File: config.mk
export PLATFORM = sky130hd
export DESIGN_NAME = spi_seg_mux_controller
export DESIGN_NICKNAME = d
export VERILOG_FILES = /design/src/rtl/seg_ctrl_pkg.sv /design/src/rtl/spi_frame_rx.sv /design/src/rtl/spi_seg_mux_controller.sv
export SDC_FILE = /design/constraint.sdc
export NUM_CORES = 1
export LEC_CHECK = 0
export CORE_MARGIN = 5
export CORE_UTILIZATION = 30
export CTS_BUF_LIST = sky130_fd_sc_hd__clkbuf_8
export DETAILED_ROUTE_END_ITERATION = 7
export PLACE_DENSITY = 0.46
export SYNTH_ARGS = -nofsm -noshare
export SYNTH_HDL_FRONTEND = slang
export SYNTH_SLANG_ARGS = --single-unit
File: constraint.sdc
create_clock -name clk_i -period 2.4 [get_ports clk_i]
set_input_delay 0.36 -clock clk_i [delete_from_list [all_inputs] [get_ports clk_i]]
set_output_delay 0.36 -clock clk_i [all_outputs]
set_load 0.1 [all_outputs]
File: src/rtl/seg_ctrl_pkg.sv
// -----------------------------------------------------------------------------
// seg_ctrl_pkg
// Shared constants for the SPI-fed seven-segment multiplex controller:
// frame width and field positions, the control-frame address, bit-counter
// limits and the segment bit order on seg_out.
// -----------------------------------------------------------------------------
package seg_ctrl_pkg;

   localparam int FRAME_W   = 16;

   // Frame layout: [15:12] address, [11:9] reserved, [8] blink, [7:0] pattern
   localparam int ADDR_MSB  = 15;
   localparam int ADDR_LSB  = 12;
   localparam int RSVD_MSB  = 11;
   localparam int RSVD_LSB  = 9;
   localparam int BLINK_BIT = 8;
   localparam int PAT_MSB   = 7;
   localparam int PAT_LSB   = 0;

   localparam logic [3:0] ADDR_CTRL = 4'hF;

   // Bit counter saturates one past a full frame so over-long frames stay bad
   localparam int                   BIT_CNT_W    = 5;
   localparam logic [BIT_CNT_W-1:0] BIT_CNT_FULL = 5'd16;
   localparam logic [BIT_CNT_W-1:0] BIT_CNT_SAT  = 5'd17;

   // Segment bit order on seg_out (active high)
   typedef enum logic [2:0] {
      SEG_A  = 3'd0,
      SEG_B  = 3'd1,
      SEG_C  = 3'd2,
      SEG_D  = 3'd3,
      SEG_E  = 3'd4,
      SEG_F  = 3'd5,
      SEG_G  = 3'd6,
      SEG_DP = 3'd7
   } seg_bit_e;

endpackage

File: src/rtl/spi_frame_rx.sv
// -----------------------------------------------------------------------------
// spi_frame_rx
// SPI mode-0 frame receiver running entirely in the clk domain.
// Ports:
//   clk_i, rst_i       system clock, synchronous active-high reset
//   spi_sclk_i         SPI clock pin (asynchronous, <= clk/4)
//   spi_cs_n_i         SPI chip select pin, active low
//   spi_mosi_i         SPI data pin, MSB first
//   frame_valid_o      1-cycle: cs_n rose after exactly FRAME_W bits
//   frame_bad_o        1-cycle: cs_n rose after any other bit count
//   frame_o            last FRAME_W bits shifted in
// -----------------------------------------------------------------------------
module spi_frame_rx
   import seg_ctrl_pkg::*;
(
   input  logic               clk_i,
   input  logic               rst_i,
   input  logic               spi_sclk_i,
   input  logic               spi_cs_n_i,
   input  logic               spi_mosi_i,
   output logic               frame_valid_o,
   output logic               frame_bad_o,
   output logic [FRAME_W-1:0] frame_o
);

   logic [1:0]           sclk_sync_q, cs_sync_q, mosi_sync_q;
   logic                 sclk_dly_q, cs_n_dly_q;
   logic                 active_q, active_d;
   logic [BIT_CNT_W-1:0] bit_cnt_q, bit_cnt_d;
   logic [FRAME_W-1:0]   shift_q, shift_d;
   logic                 sclk_rise, cs_fall, cs_rise;

   assign sclk_rise = sclk_sync_q[1] & ~sclk_dly_q;
   assign cs_fall   = ~cs_sync_q[1] & cs_n_dly_q;
   assign cs_rise   = cs_sync_q[1] & ~cs_n_dly_q;

   // A frame is only tracked from a cs_n fall seen after reset, so a frame
   // cut by reset ends silently instead of raising frame_bad.
   always_comb begin
      // NOTE: every next-state value gets a default first, so no path
      // leaves it unassigned and no latch is inferred.
      active_d  = active_q;
      bit_cnt_d = bit_cnt_q;
      shift_d   = shift_q;
      if (cs_fall) begin
         active_d  = 1'b1;
         bit_cnt_d = '0;
         shift_d   = '0;
      end else if (cs_rise) begin
         active_d  = 1'b0;
      end else if (active_q && sclk_rise) begin
         shift_d = {shift_q[FRAME_W-2:0], mosi_sync_q[1]};
         if (bit_cnt_q != BIT_CNT_SAT) begin
            bit_cnt_d = bit_cnt_q + BIT_CNT_W'(1);
         end
      end
   end

   always_ff @(posedge clk_i) begin
      if (rst_i) begin
         // cs_n sync resets to "selected": a high pin then shows a rise,
         // which is ignored because no frame is active.
         sclk_sync_q <= '0;
         cs_sync_q   <= '0;
         mosi_sync_q <= '0;
         sclk_dly_q  <= 1'b0;
         cs_n_dly_q  <= 1'b0;
         active_q    <= 1'b0;
         bit_cnt_q   <= '0;
         shift_q     <= '0;
      end else begin
         // NOTE: flops use non-blocking '<=' so every register samples the
         // pre-edge values; the always_comb above uses blocking '='.
         sclk_sync_q <= {sclk_sync_q[0], spi_sclk_i};
         cs_sync_q   <= {cs_sync_q[0], spi_cs_n_i};
         mosi_sync_q <= {mosi_sync_q[0], spi_mosi_i};
         sclk_dly_q  <= sclk_sync_q[1];
         cs_n_dly_q  <= cs_sync_q[1];
         active_q    <= active_d;
         bit_cnt_q   <= bit_cnt_d;
         shift_q     <= shift_d;
      end
   end

   assign frame_valid_o = cs_rise & active_q & (bit_cnt_q == BIT_CNT_FULL);
   assign frame_bad_o   = cs_rise & active_q & (bit_cnt_q != BIT_CNT_FULL);
   assign frame_o       = shift_q;

endmodule

File: src/rtl/spi_seg_mux_controller.sv
// -----------------------------------------------------------------------------
// spi_seg_mux_controller
// Multi-digit seven-segment controller: SPI frames write a per-digit segment
// RAM (or the display-enable control word at address 4'hF), and a prescaled
// scan multiplexes the RAM onto a shared segment bus with one-hot enables.
// Ports:
//   clk_i, rst_i        system clock, synchronous active-high reset
//   spi_sclk_i          SPI clock (mode 0, asynchronous)
//   spi_cs_n_i          SPI chip select, active low
//   spi_mosi_i          SPI data, MSB first
//   seg_out_o[7:0]      segments, bit 7 = dp, bits 6..0 = g..a
//   dig_en_o            one-hot digit enable (all zero when display is off)
//   frame_ok_o          1-cycle pulse when a frame is applied
//   frame_err_o         1-cycle pulse when a frame is discarded
// Build option: define SEG_BLINK_EN to add per-digit blinking, toggled every
// BLINK_DIV completed scan rounds; frame bit 8 sets the digit's blink bit.
// -----------------------------------------------------------------------------
module spi_seg_mux_controller
   import seg_ctrl_pkg::*;
#(
   parameter int NUM_DIGITS    = 4,
   parameter int REFRESH_COUNT = 16,
   parameter int BLINK_DIV     = 64
) (
   input  logic                  clk_i,
   input  logic                  rst_i,
   input  logic                  spi_sclk_i,
   input  logic                  spi_cs_n_i,
   input  logic                  spi_mosi_i,
   output logic [7:0]            seg_out_o,
   output logic [NUM_DIGITS-1:0] dig_en_o,
   output logic                  frame_ok_o,
   output logic                  frame_err_o
);

   localparam int               DIG_W     = (NUM_DIGITS > 1) ? $clog2(NUM_DIGITS) : 1;
   localparam int               PRE_W     = $clog2(REFRESH_COUNT);
   localparam logic [DIG_W-1:0] DIG_LAST  = DIG_W'(NUM_DIGITS - 1);
   localparam logic [PRE_W-1:0] PRE_LAST  = PRE_W'(REFRESH_COUNT - 1);
   localparam logic [3:0]       NUM_DIG_A = 4'(NUM_DIGITS);

   logic               frame_valid, frame_bad;
   logic [FRAME_W-1:0] frame;
   logic [3:0]         frame_addr;
   logic [7:0]         frame_pat;
   logic               frame_blink;

   spi_frame_rx u_rx (
      .clk_i         (clk_i),
      .rst_i         (rst_i),
      .spi_sclk_i    (spi_sclk_i),
      .spi_cs_n_i    (spi_cs_n_i),
      .spi_mosi_i    (spi_mosi_i),
      .frame_valid_o (frame_valid),
      .frame_bad_o   (frame_bad),
      .frame_o       (frame)
   );

   assign frame_addr  = frame[ADDR_MSB:ADDR_LSB];
   assign frame_pat   = frame[PAT_MSB:PAT_LSB];
   assign frame_blink = frame[BLINK_BIT];

   logic [7:0]            ram_q [NUM_DIGITS];
   logic [7:0]            ram_d [NUM_DIGITS];
   logic                  display_en_q, display_en_d;
   logic                  frame_ok_q, frame_ok_d, frame_err_q, frame_err_d;
   logic [PRE_W-1:0]      pre_q, pre_d;
   logic [DIG_W-1:0]      digit_q, digit_d;
   logic [7:0]            seg_q, seg_d;
   logic [NUM_DIGITS-1:0] dig_en_q, dig_en_d;
   logic                  pre_wrap;
   logic                  frame_is_digit, frame_is_ctrl;

   assign pre_wrap       = (pre_q == PRE_LAST);
   assign frame_is_digit = (frame_addr < NUM_DIG_A);
   assign frame_is_ctrl  = (frame_addr == ADDR_CTRL);

`ifdef SEG_BLINK_EN
   localparam int               RND_W    = (BLINK_DIV > 1) ? $clog2(BLINK_DIV) : 1;
   localparam logic [RND_W-1:0] RND_LAST = RND_W'(BLINK_DIV - 1);

   logic [NUM_DIGITS-1:0] blink_q, blink_d;
   logic [RND_W-1:0]      round_q, round_d;
   logic                  blink_off_q, blink_off_d;
   logic                  unused_frame_bits;

   assign unused_frame_bits = ^frame[RSVD_MSB:RSVD_LSB];
`else
   logic unused_frame_bits;

   assign unused_frame_bits = ^{frame[RSVD_MSB:RSVD_LSB], frame_blink, BLINK_DIV[0]};
`endif

   // Frame application: RAM write, control write, or discard
   always_comb begin
      ram_d        = ram_q;
      display_en_d = display_en_q;
      frame_ok_d   = 1'b0;
      frame_err_d  = frame_bad;
`ifdef SEG_BLINK_EN
      blink_d      = blink_q;
`endif
      if (frame_valid) begin
         if (frame_is_digit) begin
            ram_d[frame_addr[DIG_W-1:0]] = frame_pat;
`ifdef SEG_BLINK_EN
            blink_d[frame_addr[DIG_W-1:0]] = frame_blink;
`endif
            frame_ok_d = 1'b1;
         end else if (frame_is_ctrl) begin
            display_en_d = frame_pat[0];
            frame_ok_d   = 1'b1;
         end else begin
            frame_err_d  = 1'b1;
         end
      end
   end

   // Scan: prescaler and digit index keep running while the display is off
   always_comb begin
      pre_d   = pre_wrap ? '0 : pre_q + PRE_W'(1);
      digit_d = digit_q;
      if (pre_wrap) begin
         digit_d = (digit_q == DIG_LAST) ? '0 : digit_q + DIG_W'(1);
      end
   end

`ifdef SEG_BLINK_EN
   // Blink phase toggles after every BLINK_DIV completed scan rounds
   always_comb begin
      round_d     = round_q;
      blink_off_d = blink_off_q;
      if (pre_wrap && (digit_q == DIG_LAST)) begin
         if (round_q == RND_LAST) begin
            round_d     = '0;
            blink_off_d = ~blink_off_q;
         end else begin
            round_d     = round_q + RND_W'(1);
         end
      end
   end

   always_ff @(posedge clk_i) begin
      if (rst_i) begin
         blink_q     <= '0;
         round_q     <= '0;
         blink_off_q <= 1'b0;
      end else begin
         blink_q     <= blink_d;
         round_q     <= round_d;
         blink_off_q <= blink_off_d;
      end
   end
`endif

   // Registered outputs follow the current digit one clk later
   always_comb begin
      seg_d    = '0;
      dig_en_d = '0;
      if (display_en_q) begin
         seg_d    = ram_q[digit_q];
         dig_en_d = NUM_DIGITS'(1) << digit_q;
`ifdef SEG_BLINK_EN
         if (blink_off_q && blink_q[digit_q]) begin
            seg_d = '0;
         end
`endif
      end
   end

   always_ff @(posedge clk_i) begin
      if (rst_i) begin
         // NOTE: the segment RAM is reset on purpose so a fresh display is
         // blank; storage that needs no defined start value would skip this.
         for (int i = 0; i < NUM_DIGITS; i++) begin
            ram_q[i] <= '0;
         end
         display_en_q <= 1'b1;
         frame_ok_q   <= 1'b0;
         frame_err_q  <= 1'b0;
         pre_q        <= '0;
         digit_q      <= '0;
         seg_q        <= '0;
         dig_en_q     <= NUM_DIGITS'(1);
      end else begin
         ram_q        <= ram_d;
         display_en_q <= display_en_d;
         frame_ok_q   <= frame_ok_d;
         frame_err_q  <= frame_err_d;
         pre_q        <= pre_d;
         digit_q      <= digit_d;
         seg_q        <= seg_d;
         dig_en_q     <= dig_en_d;
      end
   end

   assign seg_out_o   = seg_q;
   assign dig_en_o    = dig_en_q;
   assign frame_ok_o  = frame_ok_q;
   assign frame_err_o = frame_err_q;

endmodule

==> results.md, run 1 <==
Routing:
- Summed over all layers, the routed wires come to between 6000 and 7000 um.
- The count of TritonRoute iterations in the first routing pass is 4.
- The mean routed wirelength per cell is 13.20 um.
- For this block, the initial DRC count from the detailed router was between 150 and 200.
- Summing over every cut layer, the via total after detailed routing is 2277.
- The average vias per placed instance is 4.482.
- The number of nets with antenna violations after detailed routing is 0.
- The remaining routing DRC violations is 0.

CTS:
- The number of clock buffers added by TritonCTS is 9.
- The CTS tree is yes.
- CTS built an H-tree with a depth of 3.
- The tree is rooted in a sky130_fd_sc_hd__clkbuf_8.
- The buffer depth of the longest clock path is 2.
- The insertion delay of the later-clocked pin in the worst-skew pair is 0.36 ns.
- Post-CTS timing repair inserted 0 buffers for setup.
- After clock tree synthesis, the repair step resized 0 gates.
- The number of clock sinks seen by CTS is 83.
- The number of buffers inserted by hold repair at cts is 0.
- The clock slew at the register clock pins of the worst setup and hold paths is about 0.09 ns.

Global route:
- Global routing used a little over a tenth of the available tracks across all layers.
- For this run the aggregate overflow at the end of global routing stands at 0.
- The first global-routing pass estimated 11260 um of wire.
- The number of global-route vias before repair is roughly 2200.
- Entering global routing, the biggest net connects 47 pins.
- The initial antenna violation count is 0.

Die:
- The horizontal extent of the die is 117.1 um.
- The die covers 13700 sq um.
- The floorplan has 39 rows.
- Pin placement for this block handled 19 I/O pins.
- In this run the standard cell core region covers 11320 sq um.
- The floorplan step set the die height to 117.1 um.
- The starting density of the core is 30.37%.

Final layout:
- The number of standard cells in the layout, taps in and fillers out is 508.
- The number of antenna diodes is 0.
- Fill cells in the final layout number 1164.
- In the layout the commonest cells are sky130_fd_sc_hd__dfxtp_1, sky130_fd_sc_hd__nand2_1, sky130_fd_sc_hd__mux2i_1.
- Leaving out fill and tap cells, the most frequent cell in the layout is sky130_fd_sc_hd__dfxtp_1.
- At the end of the flow, the number of nets in the layout was 373.
- The area growth from synthesis to layout is 14.85%.
- The fraction of layout cells with a size suffix above 1 is 14.79%.

Synth:
- Among all flip-flop cells after synthesis, the most frequent one is sky130_fd_sc_hd__dfxtp_1.
- The post-synthesis instance area is ~3400 sq um.
- The number of warnings reported in the yosys synthesis log is 0.
- In this run, distinct cell masters in the synthesized netlist total 40.
- Sequential cells were found to cover 48.33% of the synthesized design area.
- The net count after synthesis is around 360.
- The average size of a mapped cell is ~10 sq um.
- The count of flip-flops with a built-in enable after synthesis is 0.
- The number of instances in the synthesized netlist is 342.
- The fraction of synthesis flops using an asynchronous set or reset pin is 0%.
- Synthesis inferred 83 register bits.

Placement:
- Once detailed placement completed, the half-perimeter wirelength came to between 4000 and 5000 um.
- After detailed placement, the design holds a cell count of 492.
- The count of buffers added on input and output ports is 18.
- Routability-driven placement finished with a final weighted congestion of 0.6720.

Timing:
- The final cycle utilization of the critical path is 72.12%.
- The final-report hold violation count came to 0.
- The max-slew violation count was 0.
- The post-route clock skew is 0.01156 ns.
- The highest clock rate is 577.7 MHz.
- The minimum period implied by the final worst setup slack is between 1.5 and 2 ns.
- Setup repair after global routing left no endpoint under its margin.
- Setup total negative slack on the finished layout was measured at 0 ns.
- Setup violations remaining at the end of the flow were counted as 0.
- Headroom to the max-slew limit came out at roughly 67%.
- At the pin with the least slew margin, the transition time is 0.4926 ns.

Power:
- Across the VDD grid, the largest voltage drop is 0.3200 mV.
- In this run the power density over the cells is 674.7 nW/um^2.
- Summed over all cells, the static leakage comes to 1.681 nW.

Critical path:
- For the worst setup path, the data required time is 2.64 ns.
- Of all nets on the critical path, the largest fanout is 8.
- The type of the worst setup path is flip-flop to flip-flop.
- At the worst endpoint, the arrival time is 1.98 ns.
- STA classifies the critical path startpoint as a flip-flop.
- The capturing element type of the critical path is a flip-flop.

Flow run:
- The tool flagged a number of max-cap violations equal to 0.

Hold path:
- The type of the tightest min-delay check is input pin to flip-flop.

Status:
- The flow ran to the end, and the final reports show no timing, DRC or antenna violations.
## cell families (layout without fill, tap and decap cells)
| logic type | after synthesis | after routing | synth area share [%] |
|---|---|---|---|
| XOR/XNOR | 1 | 1 | 0.2548 |
| buffers and inverters | 27 | 50 | 3.966 |
| multiplexers | 44 | 44 | 13.14 |
| AO/OA/AOI/OAI | 39 | 39 | 6.550 |
| flip-flops | 83 | 83 | 48.33 |
| AND/OR/NAND/NOR | 140 | 140 | 24.85 |
| adder cells (fa/ha/maj) | 8 | 8 | 2.911 |
## flip-flops by register name (all words and copies together), names as in the netlist
signal / count
display_en_q: 1
pre_q: 4
u_rx.cs_n_dly_q: 1
u_rx.bit_cnt_q: 5
dig_en_o: 4
digit_q: 2
u_rx.sclk_dly_q: 1
u_rx.sclk_sync_q: 2
frame_err_o: 1
u_rx.frame_o: 16
seg_out_o: 8
ram_q: 32
u_rx.mosi_sync_q: 2
u_rx.active_q: 1
u_rx.cs_sync_q: 2
frame_ok_o: 1
## synth_stat cells (2+ instances only)
| cell type | number | area [sq um] |
|---|---|---|
| sky130_fd_sc_hd__mux2_2 | 8 | 90.09 |
| sky130_fd_sc_hd__o21ai_0 | 4 | 20.02 |
| sky130_fd_sc_hd__buf_6 | 2 | 22.52 |
| sky130_fd_sc_hd__nand2b_1 | 24 | 150.1 |
| sky130_fd_sc_hd__clkbuf_1 | 8 | 30.03 |
| sky130_fd_sc_hd__a21oi_1 | 23 | 115.1 |
| sky130_fd_sc_hd__ha_1 | 8 | 100.1 |
| sky130_fd_sc_hd__or2b_1 | 16 | 120.1 |
| sky130_fd_sc_hd__or3_1 | 2 | 12.51 |
| sky130_fd_sc_hd__inv_1 | 9 | 33.78 |
| sky130_fd_sc_hd__nor2_1 | 10 | 37.54 |
| sky130_fd_sc_hd__nand3_1 | 4 | 20.02 |
| sky130_fd_sc_hd__nand4_4 | 2 | 42.54 |
| sky130_fd_sc_hd__nand4_1 | 3 | 18.77 |
| sky130_fd_sc_hd__and4bb_2 | 3 | 37.54 |
| sky130_fd_sc_hd__a22oi_1 | 8 | 60.06 |
| sky130_fd_sc_hd__nand4bb_1 | 2 | 22.52 |
| sky130_fd_sc_hd__mux2i_1 | 35 | 350.3 |
| sky130_fd_sc_hd__dfxtp_1 | 83 | 1662 |
| sky130_fd_sc_hd__nor2b_1 | 9 | 56.30 |
| sky130_fd_sc_hd__a21o_1 | 3 | 22.52 |
| sky130_fd_sc_hd__and2_1 | 4 | 25.02 |
| sky130_fd_sc_hd__buf_2 | 7 | 35.03 |
| sky130_fd_sc_hd__nand2_1 | 49 | 183.9 |
## path summary, 6_finish.rpt
path	from	end	slack [ns]	cells past startpoint
min	rst_i	digit_q[1]$_SDFFE_PP0P_	0.38	2
max	u_rx.bit_cnt_q[0]$_SDFFE_PP0P_	ram_q[16]$_SDFFE_PP0P_	0.67	5
max reg2reg	u_rx.bit_cnt_q[0]$_SDFFE_PP0P_	ram_q[16]$_SDFFE_PP0P_	0.67	5
min reg2reg	ram_q[9]$_SDFFE_PP0P_	seg_out_o[1]$_SDFF_PP0_	0.44	2
## report_power, final
| part | switching, W | total (W) | internal (W) |
|---|---|---|---|
| logic | 0.0000319 | 0.0000572 | 0.0000252 |
| registers | 0.00000595 | 0.00139 | 0.00139 |
| clock network | 0.000503 | 0.00122 | 0.000713 |
## worst max-delay path, stage by stage, from the launching register on
cell and delay, ns:
sky130_fd_sc_hd__dfxtp_1 0.36, sky130_fd_sc_hd__inv_1 0.09, sky130_fd_sc_hd__ha_1 0.13, sky130_fd_sc_hd__and4bb_1 0.51
sky130_fd_sc_hd__nand4b_4 0.33, sky130_fd_sc_hd__mux2i_1 0.19
## cell type report
type | instances | area [sq um] | area share (%)
Timing Repair Buffer | 25 | 192.7 | 4.880
Inverter | 9 | 33.78 | 0.8555
Sequential cell | 83 | 1662 | 42.08
Tap cell | 143 | 178.9 | 4.531
Multi-Input combinational cell | 232 | 1640 | 41.54
Clock buffer | 10 | 137.6 | 3.485
Clock inverter | 6 | 103.9 | 2.630
## metrics by stage
step / hold slack (ns) / area (sq um) / utilization [%] / worst slack, ns / power (W)
final: 0.3778 / 3949 / 34.88 / 0.6690 / 0.002664
after global routing: 0.3880 / 3949 / 34.88 / 0.5423 / 0.002770
after CTS: 0.3641 / 3949 / 34.88 / 0.6556 / 0.002713
after detailed placement: 0.4226 / 3707 / 32.75 / 0.6736 / 0.001483
after global placement: 0.4239 / 3707 / 32.75 / 0.7242 / 0.001483
after floorplan: 0.4138 / 3438 / - / 1.014 / 0.001465
## per-layer routing
| layer | GRT usage, % | share of wire, % | vias to the layer above |
|---|---|---|---|
| met5 | 0 | 0 | - |
| met3 | 4.216 | 4.7 | 8 |
| met2 | 16.57 | 45 | 33 |
| met4 | 3.976 | 1.6 | 0 |
| met1 | 13.87 | 49 | 1050 |
| li1 | - | - | 1186 |
Note: power is estimated with default switching activity, not from simulation.
==> run 2: changes to the inputs <==
Clock period 2.4 ns to 1.7 ns, I/O delays scaled along.
==> run 2 against run 1 <==
Compared with the run above:
- combinational power up 55%
- worst hold slack worse by 0.071 ns
- sequential power up 41%
- non-clock buffer count up 5
- design area up 5.0%
- core utilization up 1.7 points
- sequential share of layout area down 2.0 points
- wire length down 4.7%
- global-route usage down 0.54 points
- total power up 37%
- critical endpoint is now ram_q[23]$_SDFFE_PP0P_
==> results.md, run 2 (synthesis gave the netlist of run 1 again) <==
Status:
- The run finished with clean final reports.

Placement:
- The final RePlAce weighted congestion is 0.7634 (+14%).
- The detailed placer's ending HPWL is 4398 um (-1.5%).
- The number of I/O port buffers was 18 (unchanged).

Final layout:
- The flip-flop count of the largest register after layout is 32 (unchanged).
- The utilization after layout is 36.63% (+1.7 points).
- The number of antenna diodes is 0 (unchanged).
- The area growth from synthesis to layout is 20.60%.
- In the layout the commonest cells are sky130_fd_sc_hd__dfxtp_1, sky130_fd_sc_hd__nand2_1, sky130_fd_sc_hd__mux2i_1.
- ram_q holds more flip-flops than any other register.
- The final-stage net count is 378 (+1.3%).
- The most common library cell in the layout ignoring fill and taps is sky130_fd_sc_hd__dfxtp_1.
- The fraction of layout cells with a size suffix above 1 is 15.95% (+1.2 points).

Critical path:
- The critical path data arrival time came to 1.81 ns (-0.17 ns).
- The worst register-to-register path ends at ram_q[23]$_SDFFE_PP0P_.
- The source of the worst register-to-register timing path is u_rx.bit_cnt_q[0]$_SDFFE_PP0P_.
- The data required time at the worst endpoint is 1.98 ns (-0.66 ns).
- The setup path with the least slack is of type flip-flop to flip-flop.
- The startpoint type of the worst setup path is a flip-flop.
- The worst setup path is captured at a flip-flop.
- The critical path starts at u_rx.bit_cnt_q[0]$_SDFFE_PP0P_.
- The register-to-register path setup slack is 0.17 ns (-0.50 ns).
- The logic depth of the worst register-to-register path was 6 (+1).
- The largest fanout on the critical path is 8 (unchanged).

CTS:
- The insertion delay of the later-clocked pin in the worst-skew pair was 0.36 ns (about the same).
- The CTS tree is yes.
- The CTS buffer count was 9 (unchanged).
- The number of buffers inserted by hold repair at cts was 0 (unchanged).
- The clock slew at the register clock pins of the worst setup and hold paths is 0.09 ns (about the same).
- The number of clock sinks seen by CTS is 83 (unchanged).
- The H-tree depth reported by CTS came to 3 (unchanged).
- The post-cts sizing count is 0 (unchanged).
- The buffer depth of the longest clock path came to 2 (unchanged).
- The cell sitting at the root of the clock tree is a sky130_fd_sc_hd__clkbuf_8.
- The post-CTS setup buffer count was 0 (unchanged).

Die:
- The full die area is 13700 sq um (unchanged).
- The boundary pin count is 19 (unchanged).
- The chip height came to 117.1 um (unchanged).
- The core area is 11320 sq um (unchanged).
- The starting density of the core is 30.37% (unchanged).
- The horizontal extent of the die is 117.1 um (unchanged).
- The number of placement rows is 39 (unchanged).

Routing:
- The number of nets with antenna violations after detailed routing is 0 (unchanged).
- The average vias per placed instance is 4.462 (-0.45%).
- The post-detailed-routing wire length is 6394 um (-4.7%).
- The remaining routing DRC violations is 0 (unchanged).
- The mean routed wirelength per cell was 12.46 um (-5.6%).
- The count of TritonRoute iterations in the first routing pass is 4 (unchanged).
- The overall via count from detail_route was 2289 (+0.53%).
- The number of DRC markers in iteration 0 is 163 (+7.2%).

Timing:
- The minimum period implied by the final worst setup slack is 1.527 ns (-0.2045 ns).
- The max-slew violation count was 0 (unchanged).
- The total setup violations reported at the end of the flow is 0 (unchanged).
- The final-report hold violation count is 0 (unchanged).
- The actual slew at the worst max-slew pin came to 0.6109 ns (+0.1183 ns).
- Setup repair after global routing left no endpoint under its margin.
- The highest clock rate is 655.1 MHz (+13%).
- The post-route clock skew was 0.008366 ns (-0.003194 ns).
- The worst relative slew slack is 59.21% (-7.9 points).
- The final cycle utilization of the critical path is 89.79% (+18 points).
- The summed negative setup slack over all endpoints is 0 ns (unchanged).

Flow run:
- The count of max-cap constraint violations is 0 (unchanged).

Power:
- The leakage power of the design is 1.733 nW (+3.1%).
- The worst-case vdd ir drop is 0.4922 mV (+54%).
- The power density over cell area is 882.7 nW/um^2 (+31%).

Global route:
- The residual overflow from global routing is 0 (unchanged).
- The number of global-route vias before repair is 2190 (-0.54%).
- The global-route wire length before repair was 10910 um (-3.1%).
- The initial antenna violation count is 0 (unchanged).
- The largest net degree at the start of global routing is 36 (-23%).
- The combined global-route utilization of all metal layers is 10.29% (-0.54 points).

Hold path:
- The cell count of the worst hold path came to 3 (+1).
- For hold timing, the worst endpoint is u_rx.sclk_sync_q[0]$_SDFF_PP0_.
- The startpoint of the most critical hold path is rst_i.
- The type of the tightest min-delay check is input pin to flip-flop.
## run 2: changes by cell type in the layout (fill, tap and decap cells not counted)
cell / delta
sky130_fd_sc_hd__buf_12: +14
sky130_fd_sc_hd__buf_4: -9
sky130_fd_sc_hd__bufinv_16: -1
sky130_fd_sc_hd__clkinv_2: -2
sky130_fd_sc_hd__clkinv_4: +1
sky130_fd_sc_hd__clkinvlp_4: +1
sky130_fd_sc_hd__inv_6: +1
## run 2: final cells by class
class / instances / area, sq um
Tap cell: 143 / 178.9
Inverter: 9 / 33.78
Sequential cell: 83 / 1662
Multi-Input combinational cell: 232 / 1640
Timing Repair Buffer: 30 / 405.4
Clock inverter: 6 / 88.84
Fill cell: 1153 / 7174
Clock buffer: 10 / 137.6
## run 2: per-layer routing
| metal | wire, um | track usage, % | vias up |
|---|---|---|---|
| met3 | 168 | 2.159 | 11 |
| met2 | 2787 | 15.02 | 22 |
| li1 | - | - | 1203 |
| met1 | 3272 | 13.92 | 1053 |
| met5 | 0 | 0 | - |
| met4 | 165 | 6.193 | 0 |
## run 2: worst max-delay path by stage
stage	slack (ns)	endpoint
floorplan	0.31	ram_q[16]$_SDFFE_PP0P_
global placement	0.21	ram_q[9]$_SDFFE_PP0P_
detailed placement	0.17	ram_q[23]$_SDFFE_PP0P_
CTS	0.15	ram_q[23]$_SDFFE_PP0P_
global route	0.06	ram_q[23]$_SDFFE_PP0P_
finish	0.17	ram_q[23]$_SDFFE_PP0P_
## run 2: critical path: stages (launching register included)
cell,delay [ns]
sky130_fd_sc_hd__dfxtp_1,0.40
sky130_fd_sc_hd__inv_1,0.08
sky130_fd_sc_hd__ha_1,0.19
sky130_fd_sc_hd__and4bb_1,0.19
sky130_fd_sc_hd__buf_4,0.18
sky130_fd_sc_hd__nand4b_4,0.20
sky130_fd_sc_hd__mux2i_1,0.22
## run 2: stage by stage
stage | hold WS [ns] | cells | worst slack [ns] | cell area (sq um) | total power, W
6_report | 0.3063 | 513 | 0.1735 | 4146 | 0.003660
3_5_place_dp | 0.4247 | 497 | 0.1688 | 3920 | 0.002101
3_3_place_gp | 0.4214 | 497 | 0.2095 | 3920 | 0.002099
2_1_floorplan | 0.3832 | 342 | 0.3143 | 3438 | 0.002069
5_1_grt | 0.3271 | 513 | 0.06306 | 4146 | 0.003813
4_1_cts | 0.3002 | 513 | 0.1473 | 4146 | 0.003728
## run 2: where the power goes
| part | switching (W) | leakage [nW] | internal (W) |
|---|---|---|---|
| Combinational | 0.0000466 | 0.949 | 0.0000420 |
| Clock | 0.000737 | 0.114 | 0.000870 |
| Sequential | 0.00000872 | 0.670 | 0.00196 |
==> run 3: changes to the inputs <==
Settings changed: CORE_UTILIZATION 30 to 61, HOLD_SLACK_MARGIN set to 0.05, MAX_ROUTING_LAYER set to met4, PLACE_DENSITY 0.46 to 0.81.
==> run 3 against run 2 <==
Compared with the run above:
- count of clock-buffer cells in the layout is 1 higher
- first-iteration DRC count is 55% lower
- setup slack worse by 0.034 ns
- register-to-register slack worse by 0.03 ns
- critical path depth stayed put
- combinational power is 7.6% lower
- die area is 47% lower
- worst hold slack better by 0.13 ns
- global-route usage is 9.2 points higher
- largest power group unchanged
==> results.md, run 3 (synthesis gave the netlist of run 1 again) <==
Timing:
- The max-slew violation count is 0 (unchanged).
- The post-route clock skew is 0.004760 ns (-0.003606 ns).
- The minimum period implied by the final worst setup slack came to 1.561 ns (+0.03436 ns).
- The final cycle utilization of the critical path came to 91.82% (+2.0 points).
- The total setup violations reported at the end of the flow came to 0 (unchanged).
- The final-report hold violation count is 0 (unchanged).
- The actual slew at the worst max-slew pin is 0.5997 ns (-0.01127 ns).
- The worst setup margin is 0.1391 ns (-0.03436 ns).
- The worst relative slew slack came to 59.85% (+0.63 points).
- The final-layout worst hold slack is 0.4346 ns (+0.1282 ns).
- The highest clock rate was 640.7 MHz (-2.2%).
- Setup repair after global routing left no endpoint under its margin.

Die:
- The core area is 5507 sq um (-51%).
- The horizontal extent of the die is 85.08 um (-27%).
- The starting density of the core is 62.44% (+32 points).
- The chip height came to 85.08 um (-27%).
- The boundary pin count came to 19 (unchanged).
- The number of placement rows was 27 (-31%).
- The full die area is 7238 sq um (-47%).

Global route:
- The number of global-route vias before repair is 2362 (+7.9%).
- The initial antenna violation count is 0 (unchanged).
- The residual overflow from global routing is 0 (unchanged).
- The global-route wire length before repair is 10850 um (-0.50%).
- The combined global-route utilization of all metal layers was 19.44% (+9.2 points).
- The largest net degree at the start of global routing is 30 (-17%).

Critical path:
- The data required time at the worst endpoint is 1.97 ns (about the same).
- The critical path starts at u_rx.bit_cnt_q[0]$_SDFFE_PP0P_.
- The critical path ends at ram_q[23]$_SDFFE_PP0P_.
- The capture point of the worst reg-to-reg path is ram_q[23]$_SDFFE_PP0P_.
- The worst setup path is of the flip-flop to flip-flop kind.
- The largest fanout on the critical path came to 8 (unchanged).
- The slowest stage cell on the critical path is sky130_fd_sc_hd__dfxtp_2.
- The stage delay of the slowest cell on the critical path is 0.35 ns (-0.05 ns).
- The critical path data arrival time is 1.83 ns (+0.02 ns).
- The startpoint type of the worst setup path is a flip-flop.
- The worst register-to-register path begins at u_rx.bit_cnt_q[0]$_SDFFE_PP0P_.
- The register-to-register path setup slack is 0.14 ns (-0.03 ns).
- The worst setup path is captured at a flip-flop.
- The logic depth of the worst register-to-register path is 6 (unchanged).
- The critical path goes through inv_1, ha_1, and4bb_1, buf_4, nand4b_4, mux2i_1.

Final layout:
- The area growth from synthesis to layout is 16.81%.
- The final-stage net count is 376 (-0.53%).
- The number of standard cells in the layout, taps in and fillers out came to 439 (-14%).
- The fraction of layout cells with a size suffix above 1 was 14.99% (-0.96 points).
- The most common library cell in the layout ignoring fill and taps is sky130_fd_sc_hd__dfxtp_1.
- Leaving out fill and tap cells, the most frequent cells in the layout are sky130_fd_sc_hd__dfxtp_1, sky130_fd_sc_hd__nand2_1, sky130_fd_sc_hd__mux2i_1.
- The most flop-heavy register is ram_q.
- The utilization after layout came to 72.94% (+36 points).
- The number of antenna diodes is 0 (unchanged).
- The flip-flop count of the largest register after layout was 32 (unchanged).

CTS:
- The CTS buffer count was 9 (unchanged).
- The buffer depth of the longest clock path is 2 (unchanged).
- The post-cts sizing count is 0 (unchanged).
- The CTS tree is yes.
- The number of clock sinks seen by CTS came to 83 (unchanged).
- The root buffer cell is sky130_fd_sc_hd__clkbuf_8.
- The H-tree depth reported by CTS is 3 (unchanged).
- The insertion delay of the later-clocked pin in the worst-skew pair is 0.35 ns (about the same).
- The clock slew at the register clock pins of the worst setup and hold paths is 0.07 ns (-0.02 ns).
- The post-CTS setup buffer count was 0 (unchanged).
- The number of buffers inserted by hold repair at cts came to 0 (unchanged).

Placement:
- The final RePlAce weighted congestion is 0.7577 (-0.75%).
- The detailed placer's ending HPWL was 4388 um (-0.22%).
- The cell count after placement came to 424 (-15%).
- The number of I/O port buffers is 18 (unchanged).
- The pre-CTS worst setup slack was -0.03725 ns (-0.2060 ns).

Status:
- The flow ran to the end, and the final reports show no timing, DRC or antenna violations.

Routing:
- The average vias per placed instance was 5.421 (+22%).
- The number of nets with antenna violations after detailed routing is 0 (unchanged).
- The remaining routing DRC violations was 0 (unchanged).
- The mean routed wirelength per cell was 14.30 um (+15%).
- The count of TritonRoute iterations in the first routing pass is 4 (unchanged).
- The number of DRC markers in iteration 0 was 73 (-55%).
- The overall via count from detail_route is 2380 (+4.0%).
- The post-detailed-routing wire length is 6277 um (-1.8%).

Hold path:
- The tightest min-delay check is of the flip-flop to flip-flop type.
- The cell count of the worst hold path is 2 (-1).

Power:
- The power density over cell area is 851.0 nW/um^2 (-3.6%).
- The worst-case vdd ir drop came to 0.8121 mV (+65%).
- The leakage power of the design came to 1.718 nW (-0.90%).

Flow run:
- The count of max-cap constraint violations is 0 (unchanged).
==> run 3: cell types whose count changed in the layout (fill, tap and decap cells not counted), sizes merged <==
cell           delta
clkbuf            +1
clkdlybuf4s50     +1
buf               -3
clkinvlp          -1
bufinv            -1
==> run 3: area by class of cell <==
class	count	area, sq um
clock buffers	11	151.4
clock inverters	4	42.54
fillers	395	1490
inverters	9	33.78
multi-input cells	232	1640
flip-flops and latches	83	1663
well taps	72	90.09
repair buffers	28	395.4
==> run 3: report_power, final <==
part | switching [W] | internal [W] | leakage, nW | total [W]
registers | 0.00000907 | 0.00196 | 0.671 | 0.00197
clock network | 0.000632 | 0.000738 | 0.108 | 0.00137
logic | 0.0000424 | 0.0000395 | 0.939 | 0.0000819
==> run 3: worst min-delay path by stage <==
stage	to	from
finish	u_rx.frame_o[0]$_SDFFE_PP0P_	u_rx.mosi_sync_q[1]$_SDFF_PP0_
global route	u_rx.cs_sync_q[0]$_SDFF_PP0_	spi_cs_n_i
CTS	u_rx.frame_o[0]$_SDFFE_PP0P_	u_rx.mosi_sync_q[1]$_SDFF_PP0_
detailed placement	u_rx.frame_o[0]$_SDFFE_PP0P_	u_rx.mosi_sync_q[1]$_SDFF_PP0_
global placement	u_rx.sclk_sync_q[1]$_SDFF_PP0_	u_rx.sclk_sync_q[0]$_SDFF_PP0_
floorplan	u_rx.cs_sync_q[0]$_SDFF_PP0_	spi_cs_n_i
==> run 3: per-stage QoR <==
step	setup TNS, ns	power, W	instance area [sq um]
4_1_cts	0	0.003453	4015
3_3_place_gp	0	0.002092	3821
5_1_grt	0	0.003546	4016
6_report	0	0.003418	4016
3_5_place_dp	-0.06601	0.002094	3821
2_1_floorplan	0	0.002069	3438
==> run 3: critical path: cells and delay by family (launching register included) <==
kind,cells,cell delay [ns]
flip-flops,1,0.35
adder cells (fa/ha/maj),1,0.14
multiplexers,1,0.25
buffers and inverters,2,0.27
AND/OR/NAND/NOR,2,0.48
==> run 3: per-layer routing <==
| metal | wire, um | up-vias | global-route usage (%) |
|---|---|---|---|
| met1 | 2732 | 1150 | 21.25 |
| met4 | 72 | 0 | 5.755 |
| li1 | - | 1190 | - |
| met5 | 0 | - | - |
| met3 | 217 | 7 | 6.117 |
| met2 | 3255 | 33 | 33.76 |
